`src/rtl/stream_demux_pkt_if.sv`:
```
// Stream bus for stream_demux_pkt: one input stream and NCH output channels sharing one data bus.
// master drives the input stream and consumes the outputs; slave is the demultiplexer.
interface stream_demux_pkt_if #(
    parameter int DW  = 8,
    parameter int NCH = 4
);
    localparam int SW = $clog2(NCH);

    logic           in_valid;
    logic           in_ready;
    logic [DW-1:0]  in_data;
    logic [SW-1:0]  in_sel;
    logic           in_last;
    logic [NCH-1:0] out_valid;
    logic [NCH-1:0] out_ready;
    logic [DW-1:0]  out_data;
    logic           out_last;

    modport master (
        output in_valid, in_data, in_sel, in_last, out_ready,
        input  in_ready, out_valid, out_data, out_last
    );

    modport slave (
        input  in_valid, in_data, in_sel, in_last, out_ready,
        output in_ready, out_valid, out_data, out_last
    );
endinterface

```
`src/rtl/stream_demux_pkt.sv`:
```
// 1-to-NCH packet-locked stream demultiplexer with a single registered holding stage.
// Optional dropped-packet counter port drop_cnt enabled by STREAM_DEMUX_DROP_CNT_EN.
module stream_demux_pkt #(
    parameter int DW  = 8,
    parameter int NCH = 4
) (
    input  logic             clk,
    input  logic             rstn,
    stream_demux_pkt_if.slave bus,
    output logic             err_drop
`ifdef STREAM_DEMUX_DROP_CNT_EN
    ,
    output logic [15:0]      drop_cnt
`endif
);
    // state | meaning
    // IDLE  | waiting for the first beat of a packet; in_sel is sampled here
    // FWD   | mid-packet, beats routed to cur_ch
    // DROP  | mid-packet with an out-of-range select, beats consumed and discarded
    localparam int SW    = $clog2(NCH);
    localparam int SEL1W = SW + 1;

    typedef enum logic [1:0] {
        IDLE = 2'd0,
        FWD  = 2'd1,
        DROP = 2'd2
    } state_t;

    state_t        state;
    state_t        state_nxt;
    logic          hold_v;
    logic          hold_last;
    logic [SW-1:0] hold_ch;
    logic [DW-1:0] hold_data;
    logic [SW-1:0] cur_ch;
    logic [SW-1:0] load_ch;
    logic          sel_bad;
    logic          drain;
    logic          accept;
    logic          load;
    logic          drop_first;

    // Only reachable when NCH is not a power of two.
    assign sel_bad    = ({1'b0, bus.in_sel} >= SEL1W'(NCH));
    assign drain      = hold_v && bus.out_ready[hold_ch];
    assign accept     = bus.in_valid && bus.in_ready;
    assign load       = accept && ((state == IDLE && !sel_bad) || state == FWD);
    assign drop_first = accept && state == IDLE && sel_bad;
    assign load_ch    = (state == FWD) ? cur_ch : bus.in_sel;

    always_ff @(posedge clk or negedge rstn) begin
        if (!rstn) begin
            state <= IDLE;
        end else begin
            state <= state_nxt;
        end
    end

    always_comb begin
        state_nxt = state;
        if (accept) begin
            case (state)
                IDLE:      if (!bus.in_last) state_nxt = sel_bad ? DROP : FWD;
                FWD, DROP: if (bus.in_last) state_nxt = IDLE;
                default:   state_nxt = IDLE;
            endcase
        end
    end

    // Discarded beats never touch the holding register, so they need not wait for it.
    always_comb begin
        bus.out_valid = '0;
        if (state == DROP || (state == IDLE && sel_bad)) begin
            bus.in_ready = 1'b1;
        end else begin
            bus.in_ready = !hold_v || drain;
        end
        for (int i = 0; i < NCH; i++) begin
            bus.out_valid[i] = hold_v && (hold_ch == SW'(i));
        end
    end

    assign bus.out_data = hold_data;
    assign bus.out_last = hold_last;

    always_ff @(posedge clk or negedge rstn) begin
        if (!rstn) begin
            hold_v    <= 1'b0;
            hold_ch   <= '0;
            hold_data <= '0;
            hold_last <= 1'b0;
            cur_ch    <= '0;
            err_drop  <= 1'b0;
        end else begin
            err_drop <= drop_first;
            if (load) begin
                hold_v    <= 1'b1;
                hold_ch   <= load_ch;
                hold_data <= bus.in_data;
                hold_last <= bus.in_last;
            end else if (drain) begin
                hold_v <= 1'b0;
            end
            if (load && state == IDLE) begin
                cur_ch <= bus.in_sel;
            end
        end
    end

`ifdef STREAM_DEMUX_DROP_CNT_EN
    always_ff @(posedge clk or negedge rstn) begin
        if (!rstn) begin
            drop_cnt <= 16'h0000;
        end else if (drop_first && drop_cnt != 16'hFFFF) begin
            drop_cnt <= drop_cnt + 16'h0001;
        end
    end
`endif
endmodule

```
`src/flat_wrapper.sv`:
```
// flat-port wrapper written by rule: the top's interface ports become plain ports
module stream_demux_pkt_flat 
#(
    parameter int DW  = 8,
    parameter int NCH = 4
)
  (clk, rstn, err_drop, bus_in_valid, bus_in_data, bus_in_sel, bus_in_last, bus_out_ready, bus_in_ready, bus_out_valid, bus_out_data, bus_out_last);
  stream_demux_pkt_if #(.DW(DW), .NCH(NCH)) bus_i ();
  input  logic clk;
  input  logic rstn;
  output logic err_drop;
  input wire logic [$bits(bus_i.in_valid)-1:0] bus_in_valid;
  input wire logic [$bits(bus_i.in_data)-1:0] bus_in_data;
  input wire logic [$bits(bus_i.in_sel)-1:0] bus_in_sel;
  input wire logic [$bits(bus_i.in_last)-1:0] bus_in_last;
  input wire logic [$bits(bus_i.out_ready)-1:0] bus_out_ready;
  output wire logic [$bits(bus_i.in_ready)-1:0] bus_in_ready;
  output wire logic [$bits(bus_i.out_valid)-1:0] bus_out_valid;
  output wire logic [$bits(bus_i.out_data)-1:0] bus_out_data;
  output wire logic [$bits(bus_i.out_last)-1:0] bus_out_last;
  assign bus_i.in_valid = bus_in_valid;
  assign bus_i.in_data = bus_in_data;
  assign bus_i.in_sel = bus_in_sel;
  assign bus_i.in_last = bus_in_last;
  assign bus_i.out_ready = bus_out_ready;
  assign bus_in_ready = bus_i.in_ready;
  assign bus_out_valid = bus_i.out_valid;
  assign bus_out_data = bus_i.out_data;
  assign bus_out_last = bus_i.out_last;
  stream_demux_pkt #(.DW(DW), .NCH(NCH)) u_core (.clk(clk), .rstn(rstn), .bus(bus_i), .err_drop(err_drop));
endmodule
```
`config.mk`:
```
export PLATFORM = sky130hd
export DESIGN_NAME = stream_demux_pkt_flat
export DESIGN_NICKNAME = d
export VERILOG_FILES = /design/src/rtl/stream_demux_pkt_if.sv /design/src/rtl/stream_demux_pkt.sv /design/src/flat_wrapper.sv
export SDC_FILE = /design/constraint.sdc
export NUM_CORES = 1
export LEC_CHECK = 0
export ABC_AREA = 1
export BUFFER_PORTS_ARGS = -buffer_cell sky130_fd_sc_hd__buf_4
export CELL_PAD_IN_SITES_DETAIL_PLACEMENT = 1
export CELL_PAD_IN_SITES_GLOBAL_PLACEMENT = 1
export CORE_UTILIZATION = 31
export CTS_CLUSTER_DIAMETER = 50
export DETAILED_ROUTE_END_ITERATION = 7
export GPL_TIMING_DRIVEN = 0
export PLACE_DENSITY_LB_ADDON = 0.1
export SYNTH_ARGS = -nofsm -noshare
export SYNTH_HDL_FRONTEND = slang
export SYNTH_SLANG_ARGS = --single-unit
```
`constraint.sdc`:
```
create_clock -name clk -period 1.6 [get_ports clk]
set_input_delay 0.32 -clock clk [delete_from_list [all_inputs] [get_ports clk]]
set_output_delay 0.32 -clock clk [all_outputs]
set_load 0.02 [all_outputs]
```
==> summary.txt <==
Clock network
  • CTS root buf: clkbuf_4
  • TritonCTS buffer count: 3
  • Clk_lat worst skew: ~280 ps
  • CTS tree: done
  • H-tree levels: 1
  • Clock sinks: 15
  • Maximum buffer depth of the clock tree: 2
  • CTS clk-pin slew, worst paths: around 100 ps

Detailed routing
  • 1st-iter DRT viols: 4
  • Overall routed net length: around 1800 um
  • First drt pass iteration count: 2
  • Vias: 671
  • Drt wl/cell: between 10 and 15 um
  • Residual DRC count: 0
  • Detail Route Antenna Nets: 0
  • Via density: 4.63

Synthesis
  • Synth Cell Area: 709 um2
  • Yosys top cell by area: dfrtp_1
  • Post-synthesis sequential area ratio: between 50 and 60%
  • Most used DFF post-synth: dfrtp_1
  • Synthesized Nets: 100
  • Yosys reg bits: 15
  • Synth cell count leaders: 33 x nand2_1, 15 x dfrtp_1, 10 x nand3_1
  • Gate Count Post-Synth: 82
  • Post-synth top area share: between 50% and 60%
  • Number of synthesized flops with an enable pin: 0
  • Ys async rst share: 100%
  • Syn_area_per_cell: between 8 and 9 um2
  • Synth warn: 0
  • Synth top area cells: dfrtp_1 53%, nand2_1 17%, nand3_1 7.1%
  • Most frequent cell after synthesis: nand2_1
  • Count of different cell masters after synthesis: 16

Finish
  • N_diodes: 0
  • Layout Nets: between 100 and 150
  • Area grow syn2layout: 45.0%
  • Share of post-route cells with drive strength above 1: between 30% and 40%
  • Final Instance Area: 1030 um2
  • Fill count: between 200 and 300

Min path
  • Hold Path Class: in -> reg

Timing
  • Period minus WS final: between 1500 and 2000 ps
  • Fin. max-slew vios: 0
  • Max Freq: ~0.65 GHz
  • Endpoints failing hold: 0
  • Final critical-path share of the clock period: between 90% and 100%
  • Final Setup Violations: 0
  • Clock Skew: a little over 10 ps
  • RSZ-0062 raised after global routing: yes
  • Hold WS: approximately 260 ps
  • Setup TNS Final: 0 ps

Setup path
  • Critical Path RT: approximately 1300 ps
  • CP Capture Type: primary output
  • CP bufs+invs: 2
  • Critical-path cell list: inv_4, nand2_2, nand2_2, nand2_2, nand3_4, buf_6
  • Crit path launch type: flip-flop
  • CP Max Fanout: 6
  • Critical path's largest stage delay: around 470 ps
  • Max stage delay cell, worst path: dfrtp_2
  • Crit path kind: reg -> out
  • Cell family with most CP delay: flip-flops
  • CP arrival: 1220 ps
  • CP most frequent cell: nand2_2

Global route
  • Initial antenna violation count: 0
  • Pin count of the biggest net entering global routing: 16
  • Grt ovf: 0
  • Global-route wire length before repair: 3120 um
  • All-Layer GR Usage: between 10% and 20%
  • Vias in the first global route: ~690

Place
  • Hpwl dp: 1360 um
  • Gpl congestion: ~0.71
  • Port buffer count: 31
  • Placement-stage cell area: between 900 and 1000 um2

Power and ir drop
  • Leakage: approximately 0.57 nW
  • Peak supply drop: a little over 0.8 mV
  • Pwr dens: a little under 2000 nW/um2

Die
  • # IOs: 33
  • # rows: 16
  • Die height: 49.8 um
  • Die width: ~50 um
  • Core Region: between 2000 and 2500 um2
  • Die ar.: 2480 um2
  • Starting density of the core: between 30% and 40%

Run
  • Max-cap violation count: 0

Run status
  • Status: finished, final reports clean
## worst min-delay path, cell delays in order
cell and delay, ps:
buf_4 80, nand3_1 60, nand2_1 60
## flip-flops by register name (all words and copies together), names as in the netlist
name / flops
u_core.bus.out_data: 8
u_core.bus.out_last: 1
u_core.cur_ch: 2
u_core.hold_ch: 2
u_core.hold_v: 1
u_core.state: 1
## worst paths after layout
path	slack [ps]	cells after the start	to	startpoint
max	60	6	bus_in_ready	u_core.hold_ch[0]
min	260	3	u_core.bus.out_data[2]	bus_in_data[2]
max reg2reg	120	10	u_core.bus.out_data[3]	u_core.hold_ch[0]
min reg2reg	480	2	u_core.cur_ch[0]	u_core.cur_ch[0]
max in group asynchronous	980	2	u_core.hold_ch[0]	rstn
min in group asynchronous	420	2	u_core.bus.out_data[5]	rstn
## cell usage in the layout, fill, tap and decap left out, drive strengths merged
| cell | count |
|---|---|
| nand4 | 2 |
| o21ai | 2 |
| dfrtp | 15 |
| conb | 1 |
| nand2 | 36 |
| buf | 34 |
| nand3 | 11 |
| clkbuf | 4 |
| nor3 | 4 |
| dlygate4sd3 | 1 |
| mux2i | 2 |
| clkinv | 1 |
| inv | 5 |
## logic make-up after synthesis
group,synth area share (%)
AO/OA/AOI/OAI,1.41
other,0.529
multiplexers,2.82
buffers and inverters,7.40
AND/OR/NAND/NOR,34.9
flip-flops,52.9
## power by group
part | internal [mW] | leakage, nW | total (mW) | switching, mW
registers | 0.568 | 0.182 | 0.712 | 0.143
logic | 0.460 | 0.367 | 1.09 | 0.627
clock network | 0.0927 | 0.0177 | 0.219 | 0.126
## cell type report
type | count | area, um2 | area share (%)
buffer | 3 | 26.3 | 2.55
clock buffer | 3 | 22.5 | 2.19
clock inverter | 1 | 5.00 | 0.487
inverter | 5 | 21.3 | 2.07
multi-input combinational | 58 | 289 | 28.1
sequential | 15 | 377 | 36.6
tap | 27 | 33.8 | 3.28
timing repair buffer | 33 | 254 | 24.7
## layer usage
metal	vias up	wire (um)	global-route usage [%]
met5	-	0	0
met4	0	8	5.71
met3	2	77	2.78
met2	18	969	31.1
met1	318	749	19.6
li1	333	-	-
## per-stage QoR
step                setup WS [ps]  utilization, %  power (mW)  cells
floorplan                     319               -        1.35     82
CTS                          10.7            49.4        2.04    145
global placement             97.7            47.3        1.75    140
finish                       61.2            49.9        2.02    145
global route                -29.3            49.9        2.19    145
detailed placement           73.8            47.3        1.79    140
## repair_timing
item | 4_1_cts | 5_1_grt
setup endpoints to repair | 1 | 2
gates resized for setup | 2 | 4
hold buffers | 1 | 0
hold endpoints to repair | 15 | 0
pin swaps | 1 | 3
cloned | 0 | 0
setup buffers | 1 | 0
Note: power is estimated with default switching activity, not from simulation.
